$ cat src/rtl/spi_protocol_monitor_if.sv
// SPI bus bundle shared by the driving agent and the passive protocol monitor.
interface spi_protocol_monitor_if #(
    parameter int unsigned NUM_SS = 1
);
    logic              sck;
    logic [NUM_SS-1:0] ss_n;
    logic              mosi;
    logic              miso;

    modport master (output sck, ss_n, mosi, input miso);
    modport slave  (input sck, ss_n, mosi, output miso);
    // Passive observer: sees every wire, drives none.
    modport mon    (input sck, ss_n, mosi, miso);
endinterface

$ cat src/rtl/spi_protocol_monitor.sv
// Passive SPI bus monitor: oversamples the bus on clk, reassembles words in all four
// SPI modes and records sticky protocol errors {stable,bitcount,multi_ss,cpol}.
// Optional feature macro: SPI_MON_MISO_CAPTURE_EN (capture MISO words as well as MOSI).
module spi_protocol_monitor #(
    parameter int unsigned DATA_W      = 8,
    parameter int unsigned NUM_SS      = 1,
    parameter int unsigned SYNC_STAGES = 2,
    parameter int unsigned CNT_W       = 16,
    localparam int unsigned SS_IDX_W   = (NUM_SS > 1) ? $clog2(NUM_SS) : 1
) (
    input  logic                    clk,
    input  logic                    rst_n,
    input  logic [1:0]              cfg_mode,
    input  logic                    cfg_lsb_first,
    input  logic                    err_clr,
    spi_protocol_monitor_if.mon     bus,
    output logic                    frame_valid,
    output logic [DATA_W-1:0]       frame_mosi,
    output logic [DATA_W-1:0]       frame_miso,
    output logic [SS_IDX_W-1:0]     frame_ss_idx,
    output logic [CNT_W-1:0]        frame_cnt,
    output logic [3:0]              err_flags,
    output logic                    busy
);
    localparam int unsigned BIT_W  = (DATA_W > 1) ? $clog2(DATA_W) : 1;
    localparam int unsigned WAIT_W = 2;

    typedef enum logic [1:0] {WAIT_IDLE, IDLE, ACTIVE, ERROR} state_e;

    logic [SYNC_STAGES-1:0]             sck_sync_q;
    logic [SYNC_STAGES-1:0][NUM_SS-1:0] ss_sync_q;
    logic [SYNC_STAGES-1:0]             mosi_sync_q;
    logic                               sck_s;
    logic [NUM_SS-1:0]                  ss_s;
    logic                               mosi_s;

    state_e                state_q, state_d;
    logic [WAIT_W-1:0]     wait_cnt_q, wait_cnt_d;
    logic                  sck_prev_q, mosi_prev_q;
    logic [1:0]            mode_q, mode_d;
    logic                  lsb_q, lsb_d;
    logic [SS_IDX_W-1:0]   sel_q, sel_d;
    logic [BIT_W-1:0]      bit_cnt_q, bit_cnt_d;
    logic [DATA_W-1:0]     mosi_sreg_q, mosi_sreg_d;
    logic                  frame_valid_q, frame_valid_d;
    logic [DATA_W-1:0]     frame_mosi_q, frame_mosi_d;
    logic [SS_IDX_W-1:0]   frame_ss_idx_q, frame_ss_idx_d;
    logic [CNT_W-1:0]      frame_cnt_q, frame_cnt_d;
    logic [3:0]            err_q, err_d;
    logic                  busy_q, busy_d;

    logic                  sample_c;
    logic [DATA_W-1:0]     mosi_word_c;

`ifdef SPI_MON_MISO_CAPTURE_EN
    logic [SYNC_STAGES-1:0] miso_sync_q;
    logic                   miso_s;
    logic [DATA_W-1:0]      miso_sreg_q, miso_sreg_d;
    logic [DATA_W-1:0]      frame_miso_q, frame_miso_d;
    logic [DATA_W-1:0]      miso_word_c;

    assign miso_s     = miso_sync_q[SYNC_STAGES-1];
    assign frame_miso = frame_miso_q;

    // MISO synchroniser and capture registers.
    always_ff @(posedge clk or negedge rst_n) begin
        if (!rst_n) begin
            miso_sync_q  <= '0;
            miso_sreg_q  <= '0;
            frame_miso_q <= '0;
        end else begin
            miso_sync_q  <= {miso_sync_q[SYNC_STAGES-2:0], bus.miso};
            miso_sreg_q  <= miso_sreg_d;
            frame_miso_q <= frame_miso_d;
        end
    end
`else
    logic unused_miso;
    assign unused_miso = bus.miso;
    assign frame_miso  = '0;
`endif

    assign sck_s  = sck_sync_q[SYNC_STAGES-1];
    assign ss_s   = ss_sync_q[SYNC_STAGES-1];
    assign mosi_s = mosi_sync_q[SYNC_STAGES-1];

    // Input synchronisers; selects reset inactive so the bus looks idle out of reset.
    always_ff @(posedge clk or negedge rst_n) begin
        if (!rst_n) begin
            sck_sync_q  <= '0;
            ss_sync_q   <= '1;
            mosi_sync_q <= '0;
        end else begin
            sck_sync_q  <= {sck_sync_q[SYNC_STAGES-2:0], bus.sck};
            ss_sync_q   <= {ss_sync_q[SYNC_STAGES-2:0], bus.ss_n};
            mosi_sync_q <= {mosi_sync_q[SYNC_STAGES-2:0], bus.mosi};
        end
    end

    // FSM and datapath state register.
    always_ff @(posedge clk or negedge rst_n) begin
        if (!rst_n) begin
            state_q        <= WAIT_IDLE;
            wait_cnt_q     <= '0;
            sck_prev_q     <= 1'b0;
            mosi_prev_q    <= 1'b0;
            mode_q         <= '0;
            lsb_q          <= 1'b0;
            sel_q          <= '0;
            bit_cnt_q      <= '0;
            mosi_sreg_q    <= '0;
            frame_valid_q  <= 1'b0;
            frame_mosi_q   <= '0;
            frame_ss_idx_q <= '0;
            frame_cnt_q    <= '0;
            err_q          <= '0;
            busy_q         <= 1'b0;
        end else begin
            state_q        <= state_d;
            wait_cnt_q     <= wait_cnt_d;
            sck_prev_q     <= sck_s;
            mosi_prev_q    <= mosi_s;
            mode_q         <= mode_d;
            lsb_q          <= lsb_d;
            sel_q          <= sel_d;
            bit_cnt_q      <= bit_cnt_d;
            mosi_sreg_q    <= mosi_sreg_d;
            frame_valid_q  <= frame_valid_d;
            frame_mosi_q   <= frame_mosi_d;
            frame_ss_idx_q <= frame_ss_idx_d;
            frame_cnt_q    <= frame_cnt_d;
            err_q          <= err_d;
            busy_q         <= busy_d;
        end
    end

    // Sample-edge detection relative to the latched mode, and next word candidates.
    always_comb begin
        sample_c    = 1'b0;
        if (mode_q[0]) sample_c = (sck_prev_q != mode_q[1]) && (sck_s == mode_q[1]);
        else           sample_c = (sck_prev_q == mode_q[1]) && (sck_s != mode_q[1]);
        mosi_word_c = lsb_q ? {mosi_s, mosi_sreg_q[DATA_W-1:1]}
                            : {mosi_sreg_q[DATA_W-2:0], mosi_s};
`ifdef SPI_MON_MISO_CAPTURE_EN
        miso_word_c = lsb_q ? {miso_s, miso_sreg_q[DATA_W-1:1]}
                            : {miso_sreg_q[DATA_W-2:0], miso_s};
`endif
    end

    // Next-state, frame assembly and error-flag logic.
    always_comb begin
        int unsigned         num_low;
        logic [SS_IDX_W-1:0] low_idx;
        logic                others_low;
        logic                sel_high;
        logic [3:0]          new_err;

        state_d        = state_q;
        wait_cnt_d     = wait_cnt_q;
        mode_d         = mode_q;
        lsb_d          = lsb_q;
        sel_d          = sel_q;
        bit_cnt_d      = bit_cnt_q;
        mosi_sreg_d    = mosi_sreg_q;
        frame_valid_d  = 1'b0;
        frame_mosi_d   = frame_mosi_q;
        frame_ss_idx_d = frame_ss_idx_q;
        frame_cnt_d    = frame_cnt_q;
        new_err        = '0;
        num_low        = 0;
        low_idx        = '0;
        others_low     = 1'b0;
        sel_high       = 1'b1;
`ifdef SPI_MON_MISO_CAPTURE_EN
        miso_sreg_d    = miso_sreg_q;
        frame_miso_d   = frame_miso_q;
`endif

        for (int i = 0; i < int'(NUM_SS); i++) begin
            if (!ss_s[i]) begin
                num_low = num_low + 1;
                low_idx = SS_IDX_W'(i);
                if (SS_IDX_W'(i) != sel_q) others_low = 1'b1;
            end
            if (SS_IDX_W'(i) == sel_q) sel_high = ss_s[i];
        end

        case (state_q)
            // Hold off until the synchroniser has flushed real pin values, then
            // wait for a fully idle bus so a frame in flight at reset is ignored.
            WAIT_IDLE: begin
                if (wait_cnt_q < WAIT_W'(SYNC_STAGES)) wait_cnt_d = wait_cnt_q + 1'b1;
                else if (&ss_s)                          state_d    = IDLE;
            end
            IDLE: begin
                if (num_low == 1) begin
                    state_d   = ACTIVE;
                    mode_d    = cfg_mode;
                    lsb_d     = cfg_lsb_first;
                    sel_d     = low_idx;
                    bit_cnt_d = '0;
                    if (sck_s != cfg_mode[1]) new_err[0] = 1'b1;
                end else if (num_low > 1) begin
                    state_d    = ERROR;
                    new_err[1] = 1'b1;
                end
            end
            ACTIVE: begin
                if (others_low) begin
                    state_d    = ERROR;
                    new_err[1] = 1'b1;
                end else if (sel_high) begin
                    if (bit_cnt_q != '0) new_err[2] = 1'b1;
                    bit_cnt_d = '0;
                    state_d   = IDLE;
                end else if (sample_c) begin
                    if (mosi_s != mosi_prev_q) new_err[3] = 1'b1;
                    mosi_sreg_d = mosi_word_c;
`ifdef SPI_MON_MISO_CAPTURE_EN
                    miso_sreg_d = miso_word_c;
`endif
                    if (bit_cnt_q == BIT_W'(DATA_W - 1)) begin
                        bit_cnt_d      = '0;
                        frame_valid_d  = 1'b1;
                        frame_mosi_d   = mosi_word_c;
                        frame_ss_idx_d = sel_q;
                        if (frame_cnt_q != '1) frame_cnt_d = frame_cnt_q + 1'b1;
`ifdef SPI_MON_MISO_CAPTURE_EN
                        frame_miso_d   = miso_word_c;
`endif
                    end else begin
                        bit_cnt_d = bit_cnt_q + 1'b1;
                    end
                end
            end
            ERROR: begin
                if (&ss_s) state_d = IDLE;
            end
            default: state_d = WAIT_IDLE;
        endcase

        // A clear in the same cycle as a new error keeps the new flag.
        err_d  = (err_clr ? 4'b0000 : err_q) | new_err;
        busy_d = (state_d == ACTIVE);
    end

    assign frame_valid  = frame_valid_q;
    assign frame_mosi   = frame_mosi_q;
    assign frame_ss_idx = frame_ss_idx_q;
    assign frame_cnt    = frame_cnt_q;
    assign err_flags    = err_q;
    assign busy         = busy_q;
endmodule

$ cat src/flat_wrapper.sv
// flat-port wrapper written by rule: the top's interface ports become plain ports
module spi_protocol_monitor_flat 
#(
    parameter int unsigned DATA_W      = 8,
    parameter int unsigned NUM_SS      = 1,
    parameter int unsigned SYNC_STAGES = 2,
    parameter int unsigned CNT_W       = 16,
    localparam int unsigned SS_IDX_W   = (NUM_SS > 1) ? $clog2(NUM_SS) : 1
)
  (clk, rst_n, cfg_mode, cfg_lsb_first, err_clr, frame_valid, frame_mosi, frame_miso, frame_ss_idx, frame_cnt, err_flags, busy, bus_sck, bus_ss_n, bus_mosi, bus_miso);
  spi_protocol_monitor_if #(.NUM_SS(NUM_SS)) bus_i ();
  input  logic clk;
  input  logic rst_n;
  input  logic [1:0] cfg_mode;
  input  logic cfg_lsb_first;
  input  logic err_clr;
  output logic frame_valid;
  output logic [DATA_W-1:0] frame_mosi;
  output logic [DATA_W-1:0] frame_miso;
  output logic [SS_IDX_W-1:0] frame_ss_idx;
  output logic [CNT_W-1:0] frame_cnt;
  output logic [3:0] err_flags;
  output logic busy;
  input wire logic [$bits(bus_i.sck)-1:0] bus_sck;
  input wire logic [$bits(bus_i.ss_n)-1:0] bus_ss_n;
  input wire logic [$bits(bus_i.mosi)-1:0] bus_mosi;
  input wire logic [$bits(bus_i.miso)-1:0] bus_miso;
  assign bus_i.sck = bus_sck;
  assign bus_i.ss_n = bus_ss_n;
  assign bus_i.mosi = bus_mosi;
  assign bus_i.miso = bus_miso;
  spi_protocol_monitor #(.DATA_W(DATA_W), .NUM_SS(NUM_SS), .SYNC_STAGES(SYNC_STAGES), .CNT_W(CNT_W)) u_core (.clk(clk), .rst_n(rst_n), .cfg_mode(cfg_mode), .cfg_lsb_first(cfg_lsb_first), .err_clr(err_clr), .bus(bus_i), .frame_valid(frame_valid), .frame_mosi(frame_mosi), .frame_miso(frame_miso), .frame_ss_idx(frame_ss_idx), .frame_cnt(frame_cnt), .err_flags(err_flags), .busy(busy));
endmodule
$ cat config.mk
export PLATFORM = sky130hd
export DESIGN_NAME = spi_protocol_monitor_flat
export DESIGN_NICKNAME = d
export VERILOG_FILES = /design/src/rtl/spi_protocol_monitor_if.sv /design/src/rtl/spi_protocol_monitor.sv /design/src/flat_wrapper.sv
export SDC_FILE = /design/constraint.sdc
export NUM_CORES = 1
export LEC_CHECK = 0
export ABC_CLOCK_PERIOD_IN_PS = 3700
export CORE_ASPECT_RATIO = 1.1
export CORE_MARGIN = 2
export CORE_UTILIZATION = 58
export CTS_BUF_LIST = sky130_fd_sc_hd__clkbuf_2 sky130_fd_sc_hd__clkbuf_4 sky130_fd_sc_hd__clkbuf_8
export CTS_CLUSTER_DIAMETER = 200
export DETAILED_ROUTE_END_ITERATION = 16
export MAX_ROUTING_LAYER = met4
export PLACE_DENSITY_LB_ADDON = 0.15
export SLEW_MARGIN = 10
export SYNTH_ARGS = -nofsm -noshare
export SYNTH_HDL_FRONTEND = slang
export SYNTH_SLANG_ARGS = --single-unit
$ cat constraint.sdc
create_clock -name clk -period 3.7 [get_ports clk]
set_clock_uncertainty 0.15 [all_clocks]
set_input_delay 0.555 -clock clk [delete_from_list [all_inputs] [get_ports clk]]
set_output_delay 0.555 -clock clk [all_outputs]
set_load 0.05 [all_outputs]
==> impl_metrics.py <==
metrics = {
    "run_status": {
        "status": "completed",
    },
    "detailed_routing": {
        "via_per_inst": 5.27,
        "drtIter0Drc": 150,
        "drc": 0,
        "wl_met3_um": 171,
        "wl_met1_um": 2020,
        "vias": 1707,
        "firstDrtPassIters": 4,
        "top_layer_used": "met4",
        "met2_length_um": 2330,
        "route.antenna.remaining_nets": 0,
        "wl_per_cell_um": 14.1,
        "postRouteWirelength_um": 4550,
    },
    "logic_synthesis": {
        "synthMuxAreaShare_pct": 4.79,
        "ys_types": 45,
        "synth.avg_cell_area_um2": 11.4,
        "yosysSeqAreaShare_pct": 53.7,
        "synth_area_um2": 2610,
        "synthXorXnorAreaFrac_pct": 6.42,
        "ys_ff_latch": 56,
        "synth_compound_gate_area_share_pct": 7.47,
        "ys_warn_count": 0,
        "synth-async-reset-ratio_pct": 100,
        "synth-main-ff-cell": "dfrtp_1",
        "synth_top_family_by_area": "simple AND/OR/NAND/NOR gates",
        "synth_edf_count": 0,
        "syn_inst": 229,
        "yosys.area_share.simple_pct": 17.3,
        "synthAdderAreaFrac_pct": 4.31,
    },
    "clock_tree": {
        "path_clk_slew_ps": 100,
        "cts_hold_buffers": 0,
        "clk-insertion-delay-late_ps": 310,
        "cts_sinks": 56,
        "cts_setup_buffers": 0,
        "cts_tree": "yes",
        "clk_path_buf_depth": 2,
        "cts_buffers": 5,
        "root_buffer": "clkbuf_8",
        "cts_resized": 0,
        "htree_levels": 2,
    },
    "floorplanning": {
        "fp.dieH_um": 74.4,
        "initial_core_util_pct": 60.5,
        "die_area_um2": 5060,
        "die_w_um": 68.0,
        "coreArea_um2": 4320,
        "ioPinCount": 49,
        "row_count": 25,
    },
    "power_and_ir_drop": {
        "vdd_drop_max_mv": 0.284,
        "switching_share_pct": 32.2,
        "pwr-share-clk_pct": 26.4,
        "p_per_area_nw_per_um2": 485,
        "p_switching_uw": 485,
        "seqPwrFrac_pct": 48.4,
        "internal-power_uw": 1020,
        "p_leak_uw": 0.00140,
        "power_frac_comb_pct": 25.2,
    },
    "critical_path": {
        "worstPathRequired_ps": 3750,
        "worstSetupStartpointType": "flip-flop",
        "path_cells": "inv_1, ha_1, and4bb_2, mux2i_4, nor2_4, nand4_1, mux2_1",
        "slowest_stage": "mux2i_4",
        "crit_path_end_kind": "flip-flop",
        "slowest_delay_ps": 650,
        "worstPathArrival_ps": 2730,
        "critPathMaxFanout": 24,
        "crit_type": "reg -> reg",
    },
    "timing": {
        "hold_viol": 0,
        "hold_slack_ps": 156,
        "rsz0062_at_grt": "false",
        "clock.fmax_ghz": 0.373,
        "period_needed_ps": 2680,
        "slew_headroom_pct": 44.5,
        "finalSetupTns_ps": 0,
        "worst_slew_pin_slew_ps": 816,
        "setup_viol": 0,
        "slew_violations": 0,
        "fin_crit_sh_pct": 72.5,
    },
    "layout": {
        "drive_above_1_share_pct": 10.0,
        "final_common_cell": "dfrtp_1",
        "final_nets": 288,
        "syn_to_final_growth_pct": 18.8,
        "n_antenna_cell": 0,
        "final_cell_mix": "54 x dfrtp_1, 37 x clkdlybuf4s50_1, 33 x nand2_1, 14 x inv_1, 14 x xnor2_1",
    },
    "hold_path": {
        "hold_path_class": "in -> async",
    },
    "placed_design": {
        "hpwlAfterDp_um": 3340,
        "io_buffers": 38,
        "gp_congestion": 0.810,
    },
    "grt": {
        "grt_pass1_wl_um": 7600,
        "grt_max_degree": 37,
        "antenna_found_initial": 0,
        "first_global_vias": 1702,
        "grt_use_total_pct": 20.4,
        "gr-total-overflow": 0,
    },
    "job": {
        "drv_cap": 0,
    },
}
[flip-flops by register name (all words and copies together), names as in the netlist]
signal              count
u_core.sck_sync_q       2
u_core.lsb_q            1
u_core.ss_s             1
u_core.frame_mosi       8
u_core.ss_sync_q        1
u_core.err_flags        4
u_core.mosi_sync_q      2
u_core.sck_prev_q       1
u_core.frame_cnt       16
u_core.mosi_sreg_q      8
u_core.frame_valid      1
u_core.state_q          2
u_core.mode_q           2
u_core.wait_cnt_q       2
u_core.bit_cnt_q        3
u_core.mosi_prev_q      1
u_core.busy             1
[cell type report]
type | instances | area, um^2
clock buffer | 5 | 68.8
clock inverter | 3 | 42.5
fill | 343 | 1210
inverter | 14 | 52.6
multi-input combinational | 153 | 1090
sequential | 56 | 1400
tap | 54 | 67.6
timing repair buffer | 39 | 383
[metal layers]
| layer | GRT usage [%] | vias up |
|---|---|---|
| met2 | 33.3 | 40 |
| met4 | 6.67 | 0 |
| met5 | - | - |
| li1 | - | 841 |
| met3 | 3.63 | 7 |
| met1 | 25.6 | 819 |
[synth_stat cells, drive strengths merged, types with 4 or more instances]
library cell / n / area share (%)
inv: 14 / 2.0
dfrtp: 54 / 52
a21oi: 9 / 1.7
xnor2: 15 / 5.7
mux2i: 9 / 3.9
nand3: 4 / 0.77
ha: 9 / 4.3
nor3: 4 / 1.1
nand2: 33 / 4.7
nor2: 11 / 1.9
o21ai: 10 / 1.9
buf: 13 / 3.7
nand4: 7 / 2.2
[through the flow]
stage / setup WS [ps] / cells / util (%) / instance area, um^2 / total power (uW)
6_report: 1020 / 324 / 71.9 / 3100 / 1510
5_1_grt: 822 / 324 / 71.9 / 3100 / 1590
4_1_cts: 1030 / 324 / 71.9 / 3100 / 1520
3_5_place_dp: 1040 / 316 / 69.3 / 2990 / 1120
3_3_place_gp: 1090 / 316 / 69.3 / 2990 / 1110
2_1_floorplan: 1570 / 237 / - / 2640 / 1040
[kinds of logic (layout without fill, tap and decap cells)]
group / after synthesis / after routing
compound gates: 31 / 31
xor+xnor: 17 / 17
other cells: 1 / 9
fa+ha+maj: 9 / 9
simple gates: 76 / 76
mux: 11 / 11
buf+inv: 28 / 61
flops: 56 / 56
[critical path, delay by kind of cell, from the launching register on]
family | cells | cell delay, ps
fa+ha+maj | 1 | 270
buf+inv | 1 | 120
flops | 1 | 430
mux | 2 | 970
simple gates | 3 | 610
[power groups by stage]
stage / combinational (uW) / clock, uW / sequential, uW
after floorplan: 294 / 0 / 741
after global routing: 419 / 434 / 737
after detailed placement: 379 / 0 / 742
after global placement: 368 / 0 / 739
final: 380 / 397 / 729
after CTS: 382 / 405 / 730
[worst paths after layout]
path                                 startpoint                    to  cells after the start  slack (ps)
setup / recovery              u_core.state_q[0]  u_core.frame_cnt[14]                      7        1020
hold / removal                            rst_n  u_core.wait_cnt_q[0]                      1         160
setup reg to reg              u_core.state_q[0]  u_core.frame_cnt[14]                      7        1020
hold reg to reg            u_core.sck_sync_q[0]  u_core.sck_sync_q[1]                      0         210
max in group asynchronous                 rst_n           u_core.ss_s                      2        2430
min in group clk           u_core.sck_sync_q[0]  u_core.sck_sync_q[1]                      0         210
Power figures use the tool's default switching activity.
